[config.mk]
export PLATFORM = sky130hd
export DESIGN_NAME = hidden_accumulator
export DESIGN_NICKNAME = d
export VERILOG_FILES = /design/src/rtl/hidden_accumulator.sv
export SDC_FILE = /design/constraint.sdc
export NUM_CORES = 1
export LEC_CHECK = 0
export ABC_AREA = 1
export BUFFER_PORTS_ARGS = -buffer_cell sky130_fd_sc_hd__buf_2
export CAP_MARGIN = 15
export CORE_MARGIN = 4
export CORE_UTILIZATION = 55
export DETAILED_ROUTE_END_ITERATION = 8
export PLACE_DENSITY_LB_ADDON = 0.2
export SKIP_LAST_GASP = 1
export SLEW_MARGIN = 20
export SYNTH_ARGS = -nofsm -noshare
export SYNTH_HDL_FRONTEND = slang
export SYNTH_SLANG_ARGS = --single-unit
[constraint.sdc]
create_clock -name clk -period 4.8 [get_ports clk]
set_clock_uncertainty 0.2 [all_clocks]
set_input_delay 0.96 -clock clk [delete_from_list [all_inputs] [get_ports clk]]
set_output_delay 0.96 -clock clk [all_outputs]
set_load 0.1 [all_outputs]
[src/rtl/hidden_accumulator.sv]
// rtl/hidden_accumulator.sv - RBM hidden-unit pre-activation: bias + sum(v_i*w_i), Q8.8, saturated
module hidden_accumulator #(
  parameter int INPUT_BITLENGTH = 16,
  parameter int N_VISIBLE       = 8,
  parameter int GUARD_BITS      = 4
) (
  input  logic                       clk,
  input  logic                       rst_n,
  input  logic                       start,
  input  logic [INPUT_BITLENGTH-1:0] bias,
  input  logic                       in_valid,
  output logic                       in_ready,
  input  logic                       v,
  input  logic [INPUT_BITLENGTH-1:0] w,
  output logic                       out_valid,
  input  logic                       out_ready,
  output logic [INPUT_BITLENGTH-1:0] sum,
  output logic                       busy
);

  localparam int ACC_W = INPUT_BITLENGTH + GUARD_BITS;
  localparam int CNT_W = (N_VISIBLE > 1) ? $clog2(N_VISIBLE) : 1;
  localparam logic [CNT_W-1:0] LAST_CNT = CNT_W'(N_VISIBLE - 1);

  // Symmetric clamp range: the most negative code is excluded so sigmoid can negate safely.
  localparam logic signed [ACC_W-1:0] SAT_MAX =
    {{(GUARD_BITS+1){1'b0}}, {(INPUT_BITLENGTH-1){1'b1}}};
  localparam logic signed [ACC_W-1:0] SAT_MIN = -SAT_MAX;

  typedef enum logic [1:0] {
    S_IDLE,
    S_ACCUM,
    S_DONE
  } state_t;

  state_t                     state_q, state_d;
  logic signed [ACC_W-1:0]    acc_q, acc_d;
  logic signed [ACC_W-1:0]    bias_ext, w_ext, acc_next;
  logic [CNT_W-1:0]           count_q, count_d;
  logic [INPUT_BITLENGTH-1:0] sum_q, sum_d, sat_val;

  assign bias_ext = {{GUARD_BITS{bias[INPUT_BITLENGTH-1]}}, bias};
  assign w_ext    = v ? {{GUARD_BITS{w[INPUT_BITLENGTH-1]}}, w} : '0;
  assign acc_next = acc_q + w_ext;

  always_comb begin
    sat_val = acc_next[INPUT_BITLENGTH-1:0];
    if (acc_next > SAT_MAX) begin
      sat_val = {1'b0, {(INPUT_BITLENGTH-1){1'b1}}};
    end else if (acc_next < SAT_MIN) begin
      sat_val = {1'b1, {(INPUT_BITLENGTH-2){1'b0}}, 1'b1};
    end
  end

  always_ff @(posedge clk) begin
    if (!rst_n) begin
      state_q <= S_IDLE;
      acc_q   <= '0;
      count_q <= '0;
      sum_q   <= '0;
    end else begin
      state_q <= state_d;
      acc_q   <= acc_d;
      count_q <= count_d;
      sum_q   <= sum_d;
    end
  end

  always_comb begin
    state_d   = state_q;
    acc_d     = acc_q;
    count_d   = count_q;
    sum_d     = sum_q;
    in_ready  = 1'b0;
    out_valid = 1'b0;
    case (state_q)
      S_IDLE: begin
        if (start) begin
          acc_d   = bias_ext;
          count_d = '0;
          state_d = S_ACCUM;
        end
      end
      S_ACCUM: begin
        in_ready = 1'b1;
        if (in_valid) begin
          acc_d   = acc_next;
          count_d = count_q + CNT_W'(1);
          if (count_q == LAST_CNT) begin
            sum_d   = sat_val;
            state_d = S_DONE;
          end
        end
      end
      S_DONE: begin
        out_valid = 1'b1;
        // start in this cycle is deliberately dropped; only IDLE accepts it.
        if (out_ready) begin
          state_d = S_IDLE;
        end
      end
      default: state_d = S_IDLE;
    endcase
  end

  assign sum  = sum_q;
  assign busy = (state_q != S_IDLE);

endmodule

* After elaboration in Yosys (flattened, before gate mapping)
Cells that the tools add are included.
** Cells by class
- $add $sub $neg :: 2
- Magnitude comparators :: 2
- Equal/unequal tests :: 7
- Muxes and demuxes :: 16
- Reduce and logical (&&, ||, !) cells :: 6
** Operator list (number)
- 20-bit 2-to-1 mux :: 3
- 20-bit case mux with 2 select lines :: 1
- 16-bit 2-to-1 mux :: 2
- 20-bit adder :: 1
- 20-bit by 16-bit > comparator with 1-bit output (second input constant) :: 1
- 20-bit by 16-bit less-than comparator with 1-bit output (second input constant) :: 1
- 2-bit 2-to-1 mux :: 4
- 2-bit inequality test (second input constant) :: 4
- 3-bit 2-to-1 mux :: 2
- 2-bit case mux with 3 select lines :: 1
- 3-bit case mux with 2 select lines :: 1
- 3-bit AND reduction :: 2
- 4-bit AND reduction :: 1
- 2-bit nonzero test :: 2
- 3-bit by 1-bit adder with 3-bit output (second input constant) :: 1
- 3-bit == test (second input constant) :: 1
- 2-bit by 1-bit == test with 1-bit output (second input constant) :: 1
- 2-bit == test (second input constant) :: 1
- 2-bit logical NOT :: 1
- 1-bit 2-to-1 mux :: 2
** Word-level totals
- Register bits after elaboration :: 41
- Output and inout bits :: 19

* Depth between registers and ports, before layout
Gate-level depths: netlist of the first run.
- Word-level depth :: 5
- Mapped depth :: 22
- Gate-level depth less buffers :: 19

* Least setup slack after synthesis of the first run
No wires, ideal clock.
- Path kind :: input to register
- From :: in v
- To :: reg sum_q[1] (netlist: sum[1])
- Data arrival time :: 3393 ps
- Data required time :: 4476 ps
- Setup slack :: 1083 ps
- Stages on the path :: 18
- Path buffers :: 3
- Cell sequence :: clkbuf_1 -> clkbuf_1 -> nand2_1 -> inv_1 -> ha_1 -> fa_1 -> or2_2 -> a21oi_1 -> nand3_1 -> nor2_1 -> nand3_1 -> nor2_1 -> nand4_1 -> nand2_1 -> nand2_4 -> buf_8 -> nand2_2 -> a21oi_2
** Between the ends
- Cells in the longest elaborated chain, start to end :: 5
- Elaborated cells between the ends (all ways) :: 6
- Classes of those cells :: add/sub: 1; order compare: 2; mux: 3
** Ends and longest elaborated chain
- start, declared :: RTL line 13 : input logic v,
- 20-bit 2-to-1 mux * :: RTL line 43 : assign w_ext = v ? {{GUARD_BITS{w[INPUT_BITLENGTH-1]}}, w} : '0;
- 20-bit adder * :: RTL line 44 : assign acc_next = acc_q + w_ext;
- 20-bit by 16-bit less-than comparator with 1-bit output :: RTL line 50 : end else if (acc_next < SAT_MIN) begin
- 16-bit 2-to-1 mux :: RTL line 50
- 16-bit 2-to-1 mux * :: RTL line 48 : if (acc_next > SAT_MAX) begin
- end signal, assigned :: RTL line 65 : sum_q <= sum_d;
- end, declared :: RTL line 40 : logic [INPUT_BITLENGTH-1:0] sum_q, sum_d, sat_val;
Mark *: on every way between the ends. The rest lies on a longest branch, timed or not.
A chain may end at the register's enable or synchronous reset.

* Worst setup path in the final report of the first run
- From :: in v
- To :: reg sum_q[2] (netlist: sum[2])
The elaborated chain is that of the path after synthesis.

==> flow_metrics.env, run 1 <==
export IMPL_status="finished, final reports clean"
export IMPL_max_freq_ghz=0.2699
export IMPL_n_fill_cell=573
export IMPL_wl_per_cell_microns=13.75
export IMPL_clk_pin_slew_ns=0.08
export IMPL_hp_start="sum[15]"
export IMPL_yosysWarnings=0
export IMPL_max_stage_delay_ns=0.70
export IMPL_synthCells=519
export IMPL_syn_to_final_growth_pct=12.21
export IMPL_relSlewSlack_pct=39.82
export IMPL_num_vias=3483
export IMPL_post_cts_resized=0
export IMPL_critPathSlowestCell="a21oi_2"
export IMPL_dp_cells=635
export IMPL_period_minus_slack_ns=3.705
export IMPL_cts_setup_buffers=0
export IMPL_synth_common_cells="nand2_1, inv_1, a21oi_1"
export IMPL_fp_dieH_microns=84.36
export IMPL_cts_made_buffers=5
export IMPL_syn_nets=579
export IMPL_die_area_sq_um=7117
export IMPL_clock_path_buffers=2
export IMPL_vias_per_cell=5.425
export IMPL_antenna_found_initial=0
export IMPL_clock_latency_ns=0.30
export IMPL_grt_busiest_layer="met2"
export IMPL_cts_sinks=41
export IMPL_grt_pass1_wl_mm=14.61
export IMPL_grt_pass1_vias=3276
export IMPL_end_kind="flip-flop"
export IMPL_layout_nets=630
export IMPL_synth_top_cell_area_share_pct=25.60
export IMPL_crit_path_cell_trace="buf_2 -> nand2_1 -> inv_1 -> ha_1 -> fa_1 -> nand3_1 -> nand2_1 -> nand2_1 -> nand2_1 -> nand3_1 -> nand2_1 -> nand2_1 -> nand2_1 -> nor2_1 -> nand2_1 -> a21oi_2 -> a21oi_1"
export IMPL_synth_edf_count=0
export IMPL_post_synth_top_area_cell="dfxtp_1"
export IMPL_gp_congestion=0.9329
export IMPL_rsz0062_at_grt="no"
export IMPL_met1_usage_pct=31.22
export IMPL_ant_nets=0
export IMPL_crit_buf_inv=2
export IMPL_dr_pass1_iters=5
export IMPL_startpoint_type="input pin"
export IMPL_holdBufCountCts=0
export IMPL_routed_wl_mm=8.826
export IMPL_drive_above_1_share_pct=18.07
export IMPL_drc=0
export IMPL_finalSetupViolations=0
export IMPL_ys_flop_type="dfxtp_1"
export IMPL_portBuffers=56
export IMPL_ys_seq_area_share_pct=25.60
export IMPL_crit_path_frequent_cell="nand2_1"
export IMPL_max_slew_worst_pin_slew_ns=0.9027
export IMPL_cp_required_ns=4.76
export IMPL_stdcell_count=642
export IMPL_cp_top_family="simple AND/OR/NAND/NOR gates"
export IMPL_dp_hpwl_mm=6.895
export IMPL_slew_viol_final=0
export IMPL_cp_max_fo=16
export IMPL_critPathKind="in -> reg"
export IMPL_initial_core_util_pct=57.53
export IMPL_fin_crit_sh_pct=77.20
export IMPL_synth_most_common_cell="nand2_1"
export IMPL_core_region_area_sq_um=5574
export IMPL_ctsHtreeMaxLevel=2
export IMPL_crit_start="v"
export IMPL_hold_ws_ns=0.2639
export IMPL_power_leakage_nw=1.994
export IMPL_fp_dieW_microns=84.36
export IMPL_hp_class="reg -> reg"
export IMPL_grt_max_degree=36
export IMPL_drv_cap=0
export IMPL_power_density_nw_per_um2=273.9
export IMPL_synth_seq_cells=41
export IMPL_cts_tree="built"
export IMPL_yosysUniqueCellTypes=31
export IMPL_grt_use_met2_pct=43.40
export IMPL_diodes=0
export IMPL_use_met3_pct=3.827
export IMPL_ir_drop_v=0.0002344
export IMPL_grt_util_all_layers_pct=24.82
export IMPL_r2r_start="state_q[0]"
export IMPL_syn_area_sq_um=3207
export IMPL_dr_first_iter_drc_count=252
export IMPL_fp_row_count=27
export IMPL_clock_root_buffer="clkbuf_8"
export IMPL_cp_arrival_ns=3.66
export IMPL_hold_violations=0
export IMPL_fin_tns_setup_ns=0
export IMPL_synth_area_leaders="dfxtp_1, nand2_1, inv_1"
export IMPL_io_pins=57
export IMPL_syn_avg_cell_area_sq_um=6.179
export IMPL_synthArstFlopShare_pct=0
export IMPL_globalRoute_totalOverflow=0
## placed cells by master (no fill, tap or decap), drive strengths merged
master    count
a211oi        1
a21oi        55
a31oi         3
buf          57
clkbuf        6
clkinvlp      1
dfxtp        41
fa            1
ha           21
inv          83
nand2       173
nand3        26
nand3b        3
nand4         5
nor2         32
nor3          5
o211ai        1
o21ai        40
o21bai        2
o22ai        10
or2           2
xor2          2
## flip-flops by register name, summed over array words and instances (netlist names)
signal   flops
state_q      2
count_q      3
sum         16
acc_q       20
## worst min-delay path, cell delays in order (launching register included)
cell	delay [ns]
dfxtp_1	0.31
nand2_1	0.06
a21oi_1	0.05
## worst paths after layout
kind,endpoint,depth (start not counted),slack (ns)
worst max register to register,sum[2],7,1.73
worst min-delay path,sum[15],2,0.26
worst max-delay path,sum[2],17,1.09
worst min register to register,sum[15],2,0.26
## per-stage QoR
step / utilization [%] / instance area (sq um) / total power [mW] / setup slack, ns
after global routing: 64.56 / 3598 / 1.053 / 0.8030
after global placement: 62.94 / 3508 / 0.7483 / 0.8792
after CTS: 64.56 / 3598 / 0.9819 / 1.078
after detailed placement: 62.94 / 3508 / 0.7549 / 0.7738
final: 64.56 / 3598 / 0.9856 / 1.095
after floorplan: - / 3207 / 0.6672 / 1.083
## cells by family (layout without fill, tap and decap cells)
kind of cell | count (synthesis) | count (layout) | synth area share, %
buffers and inverters | 96 | 147 | 12.10
and+or+nand+nor | 246 | 246 | 32.77
AOI/OAI and AO/OA | 112 | 112 | 19.59
xor gates and xnor gates | 2 | 2 | 1.132
adders and majority gates | 22 | 22 | 8.818
DFF | 41 | 41 | 25.60
## cell type report
type	count	area, sq um	share of cell area, %
multi-input combinational	382	1998	55.53
sequential	41	820.8	22.81
inverter	83	311.5	8.658
timing repair buffer	57	287.8	7.997
tap	72	90.09	2.503
clock buffer	6	82.58	2.295
clock inverter	1	7.507	0.2086
## routing by layer
layer	wire, microns	vias up
met3	587	24
met1	3813	1553
met2	4179	134
li1	-	1772
met4	246	0
met5	0	-
## power by group
group	total [mW]	internal (mW)	switching, mW	leakage, nW
Clock	0.231	0.114	0.118	0.0433
Sequential	0.384	0.362	0.0215	0.336
Combinational	0.370	0.122	0.248	1.61
Total	0.986	0.598	0.387	1.99
Power figures use the tool's default switching activity.
==> inputs of run 2 (changes only) <==
clock period = 3.7 ns   (was 4.8 ns; I/O delays follow)
==> run 2 against run 1 <==
Sequential power rose by 29%. Critical path depth fell by 1. Critical path type unchanged. Clock-buffer cell count did not move. Largest cell class unchanged. Combinational power rose by 31%. Worst hold slack improved by 0.0013 ns.
==> flow_metrics.env, run 2 (synthesis results as in run 1) <==
export IMPL_ir_drop_v=0.0002862
export IMPL_final_cell_mix="nand2_1, inv_1, buf_2, a21oi_1, dfxtp_1"
export IMPL_gp_congestion=0.9382
export IMPL_slew_viol_final=0
export IMPL_stdcell_count=644
export IMPL_syn_to_final_growth_pct=12.21
export IMPL_dp_cells=636
export IMPL_grt_pass1_wl_mm=14.40
export IMPL_grt_pass1_vias=3126
export IMPL_die_area_sq_um=7117
export IMPL_ctsHtreeMaxLevel=2
export IMPL_top_register="acc_q"
export IMPL_routed_wl_mm=8.931
export IMPL_status="finished, final reports clean"
export IMPL_end_kind="flip-flop"
export IMPL_hp_class="reg -> reg"
export IMPL_grt_max_degree=36
export IMPL_pwr_share_comb_pct=38.2
export IMPL_core_region_area_sq_um=5574
export IMPL_swShare_pct=39.85
export IMPL_rsz0062_at_grt="no"
export IMPL_relSlewSlack_pct=58.78
export IMPL_fp_row_count=27
export IMPL_r2r_cells=15
export IMPL_holdPathStages=2
export IMPL_holdBufCountCts=0
export IMPL_dr_first_iter_drc_count=326
export IMPL_drive_above_1_share_pct=18.18
export IMPL_cp_arrival_ns=3.18
export IMPL_initial_core_util_pct=57.53
export IMPL_diodes=0
export IMPL_grt_util_all_layers_pct=24.55
export IMPL_hold_violations=0
export IMPL_clock_root_buffer="clkbuf_8"
export IMPL_power_frac_seq_pct=39.4
export IMPL_fp_dieW_microns=84.36
export IMPL_cts_tree="built"
export IMPL_cts_made_buffers=5
export IMPL_fp_dieH_microns=84.36
export IMPL_globalRoute_totalOverflow=0
export IMPL_dr_pass1_iters=5
export IMPL_wl_per_cell_microns=13.87
export IMPL_clock_path_buffers=2
export IMPL_drv_cap=0
export IMPL_critPathKind="in -> reg"
export IMPL_num_vias=3471
export IMPL_clk_pin_slew_ns=0.08
export IMPL_vias_per_cell=5.390
export IMPL_period_minus_slack_ns=3.202
export IMPL_clkPwrFrac_pct=22.4
export IMPL_internal_power_uw=759.2
export IMPL_final_core_util_pct=64.56
export IMPL_ant_nets=0
export IMPL_startpoint_type="input pin"
export IMPL_max_freq_ghz=0.3123
export IMPL_switchingPower_uw=502.9
export IMPL_layout_nets=631
export IMPL_layout_commonest_cell="nand2_1"
export IMPL_clock_latency_ns=0.30
export IMPL_cts_setup_buffers=0
export IMPL_io_pins=57
export IMPL_cts_sinks=41
export IMPL_post_cts_resized=0
export IMPL_max_slew_worst_pin_slew_ns=0.6175
export IMPL_cp_required_ns=3.68
export IMPL_fin_crit_sh_pct=86.53
export IMPL_cp_max_fo=16
export IMPL_drc=0
export IMPL_dp_hpwl_mm=7.018
export IMPL_power_density_nw_per_um2=350.7
export IMPL_power_leakage_nw=2.001
export IMPL_portBuffers=56
export IMPL_power_mw=1.262
export IMPL_antenna_found_initial=0
export IMPL_fin_tns_setup_ns=0
export IMPL_finalSetupViolations=0
export IMPL_largest_reg_flops=20
export IMPL_hold_ws_ns=0.2652
-- run 2: path summary, 6_finish.rpt --
path / start / end / slack (ns)
setup / recovery: v / sum[1] / 0.50
hold / removal: sum[15] / sum[15] / 0.27
setup reg to reg: acc_q[0] / sum[2] / 0.98
hold reg to reg: sum[15] / sum[15] / 0.27
-- run 2: worst max-delay path: stages --
cell and delay (ns):
buf_2 0.28, nand2_1 0.10, inv_1 0.07, ha_1 0.19, fa_1 0.47, or2_2 0.31, a21oi_1 0.12, nand3_1 0.08
nor2_1 0.08, nand3_1 0.07, nor2_1 0.11, nand4_1 0.11, nand2_1 0.12, nand2_4 0.15, nand2_2 0.11, a21oi_2 0.05
-- run 2: final cells by class --
cell class | instances | area [sq um]
Tap cell | 72 | 90.09
Multi-Input combinational cell | 382 | 1998
Inverter | 83 | 311.5
Sequential cell | 41 | 820.8
Timing Repair Buffer | 58 | 295.3
Clock inverter | 2 | 10.01
Fill cell | 557 | 1976
Clock buffer | 6 | 72.57
-- run 2: power by group through the flow --
stage	clock network, mW	logic (mW)	registers, mW
CTS	0.281	0.475	0.497
floorplan	0	0.373	0.493
global placement	0	0.464	0.506
global route	0.307	0.539	0.499
detailed placement	0	0.472	0.508
finish	0.282	0.483	0.497
-- run 2: stage by stage --
stage               instance area, sq um  setup slack, ns
global route                        3598           0.2465
CTS                                 3598           0.4916
finish                              3598           0.4982
detailed placement                  3516           0.1939
global placement                    3516           0.2866
floorplan                           3207           0.2030
-- run 2: routing by layer --
layer | part of all wire [%] | wire length (microns) | vias up | GRT usage, %
li1 | - | - | 1774 | -
met1 | 43 | 3822 | 1549 | 31.50
met2 | 48 | 4290 | 129 | 42.54
met3 | 6.9 | 613 | 19 | 4.220
met4 | 2.3 | 205 | 0 | 6.619
met5 | 0 | 0 | - | 0
==> inputs of run 3 (changes only) <==
CORE_UTILIZATION = 57   (was 55)
HOLD_SLACK_MARGIN = 0.1   (was default)
==> run 3 against run 2 <==
First-iteration DRC count is 27% lower. Register-to-register slack worse by 0.02 ns. Utilization is 1.2 points higher. Die area is 3.2% lower. Critical path type unchanged. Largest cell class unchanged. Largest power group unchanged. Highest routed layer unchanged.
==> flow_metrics.env, run 3 (synthesis results as in run 1) <==
export IMPL_wl_met2_mm=4.015
export IMPL_crit_path_cell_trace="buf_2 -> nand2_1 -> inv_1 -> ha_1 -> fa_1 -> or2_2 -> a21oi_1 -> nand3_1 -> nor2_1 -> nand3_1 -> nor2_1 -> nand4_1 -> nand2_1 -> nand2_4 -> nand2_1 -> a21oi_2"
export IMPL_ctsHtreeMaxLevel=2
export IMPL_post_cts_resized=0
export IMPL_top_register="acc_q"
export IMPL_top_layer_used="met4"
export IMPL_r2r_cells=15
export IMPL_syn_to_final_growth_pct=12.21
export IMPL_io_pins=57
export IMPL_cts_made_buffers=5
export IMPL_grt_max_degree=36
export IMPL_die_area_sq_um=6890
export IMPL_max_slew_worst_pin_slew_ns=0.6164
export IMPL_dr_pass1_iters=4
export IMPL_hold_violations=0
export IMPL_rsz0062_at_grt="no"
export IMPL_critPathKind="in -> reg"
export IMPL_fp_row_count=27
export IMPL_final_cell_mix="nand2_1, inv_1, buf_2, a21oi_1, dfxtp_1"
export IMPL_pre_cts_ws_ns=0.2431
export IMPL_r2r_end="sum[4]"
export IMPL_clk_pin_slew_ns=0.08
export IMPL_holdBufCountCts=0
export IMPL_fp_dieW_microns=83.01
export IMPL_layout_nets=631
export IMPL_layout_commonest_cell="nand2_1"
export IMPL_cp_required_ns=3.69
export IMPL_swShare_pct=39.40
export IMPL_clkPwrFrac_pct=22.5
export IMPL_grt_pass1_wl_mm=14.45
export IMPL_wl_met3_microns=522
export IMPL_dp_hpwl_mm=6.759
export IMPL_drc=0
export IMPL_clock_path_buffers=2
export IMPL_pwr_share_comb_pct=37.9
export IMPL_r2r_slack_ns=0.96
export IMPL_ant_nets=0
export IMPL_fp_dieH_microns=83.01
export IMPL_fin_crit_sh_pct=85.92
export IMPL_core_region_area_sq_um=5473
export IMPL_cp_arrival_ns=3.17
export IMPL_internal_power_uw=758.9
export IMPL_hp_class="reg -> reg"
export IMPL_drive_above_1_share_pct=18.18
export IMPL_grt_pass1_vias=3273
export IMPL_crit_start="v"
export IMPL_cts_setup_buffers=0
export IMPL_grt_util_all_layers_pct=24.93
export IMPL_power_leakage_nw=2.001
export IMPL_gp_congestion=0.9602
export IMPL_largest_reg_flops=20
export IMPL_startpoint_type="input pin"
export IMPL_antenna_found_initial=0
export IMPL_critPathSlowestCell="fa_1"
export IMPL_initial_core_util_pct=58.60
export IMPL_power_frac_seq_pct=39.6
export IMPL_finalSetupViolations=0
export IMPL_dr_first_iter_drc_count=239
export IMPL_globalRoute_totalOverflow=0
export IMPL_n_fill_cell=532
export IMPL_max_freq_ghz=0.3145
export IMPL_crit_end="sum[6]"
export IMPL_drv_cap=0
export IMPL_holdPathStages=2
export IMPL_status="finished, final reports clean"
export IMPL_r2r_start="acc_q[0]"
export IMPL_met1Wirelength_mm=3.665
export IMPL_vias_per_cell=5.318
export IMPL_end_kind="flip-flop"
export IMPL_routed_wl_mm=8.463
export IMPL_diodes=0
export IMPL_max_stage_delay_ns=0.48
export IMPL_num_vias=3425
export IMPL_fin_tns_setup_ns=0
export IMPL_portBuffers=56
export IMPL_switchingPower_uw=493.3
export IMPL_cts_sinks=41
export IMPL_worst_slack_ns=0.5208
export IMPL_power_density_nw_per_um2=348.0
export IMPL_clock_latency_ns=0.29
export IMPL_cp_max_fo=16
export IMPL_relSlewSlack_pct=58.85
export IMPL_period_minus_slack_ns=3.179
export IMPL_ir_drop_v=0.0002531
export IMPL_cts_tree="built"
export IMPL_crit_path_frequent_cell="nand2_1"
export IMPL_slew_viol_final=0
export IMPL_clock_root_buffer="clkbuf_8"
export IMPL_wl_per_cell_microns=13.14
run 3: worst min path at each step:
stage / endpoint / slack, ns / from
after floorplan: count_q[1] / 0.24 / count_q[1]
after global placement: sum[15] / 0.25 / sum[15]
after detailed placement: sum[15] / 0.26 / sum[15]
after CTS: sum[15] / 0.27 / sum[15]
after global routing: sum[15] / 0.30 / sum[15]
final: sum[15] / 0.27 / sum[15]
run 3: per-stage QoR:
step / std cells / power, mW / area [sq um] / utilization, % / hold WS, ns
floorplan: 519 / 0.8656 / 3207 / - / 0.2446
global placement: 636 / 0.9667 / 3516 / 64.24 / 0.2540
detailed placement: 636 / 0.9746 / 3516 / 64.24 / 0.2613
CTS: 644 / 1.251 / 3598 / 65.75 / 0.2721
global route: 644 / 1.342 / 3598 / 65.75 / 0.3017
finish: 644 / 1.252 / 3598 / 65.75 / 0.2658
run 3: worst max-delay path, delay by kind of cell:
kind | cells | cell delay, ns
buf+inv | 2 | 0.32
fa+ha+maj | 2 | 0.68
simple gates | 10 | 1.24
compound gates | 2 | 0.17
run 3: cell type report:
class                      instances  area [sq um]  share of cell area, %
tap                               72         90.09                  2.503
clock buffer                       6         72.57                  2.017
inverter                          83         311.5                  8.658
clock inverter                     2         10.01                 0.2782
multi-input combinational        382          1998                  55.53
timing repair buffer              58         295.3                  8.206
sequential                        41         820.8                  22.81
run 3: routing by layer:
metal | vias up | GRT usage, %
li1 | 1772 | -
met1 | 1520 | 30.59
met2 | 108 | 42.64
met3 | 25 | 4.663
met4 | 0 | 10.40
met5 | - | 0
run 3: power groups by stage:
stage	registers, mW	clock network, mW	logic [mW]
floorplan	0.493	0	0.373
global placement	0.505	0	0.462
detailed placement	0.506	0	0.469
CTS	0.495	0.284	0.472
global route	0.498	0.307	0.537
finish	0.496	0.282	0.475
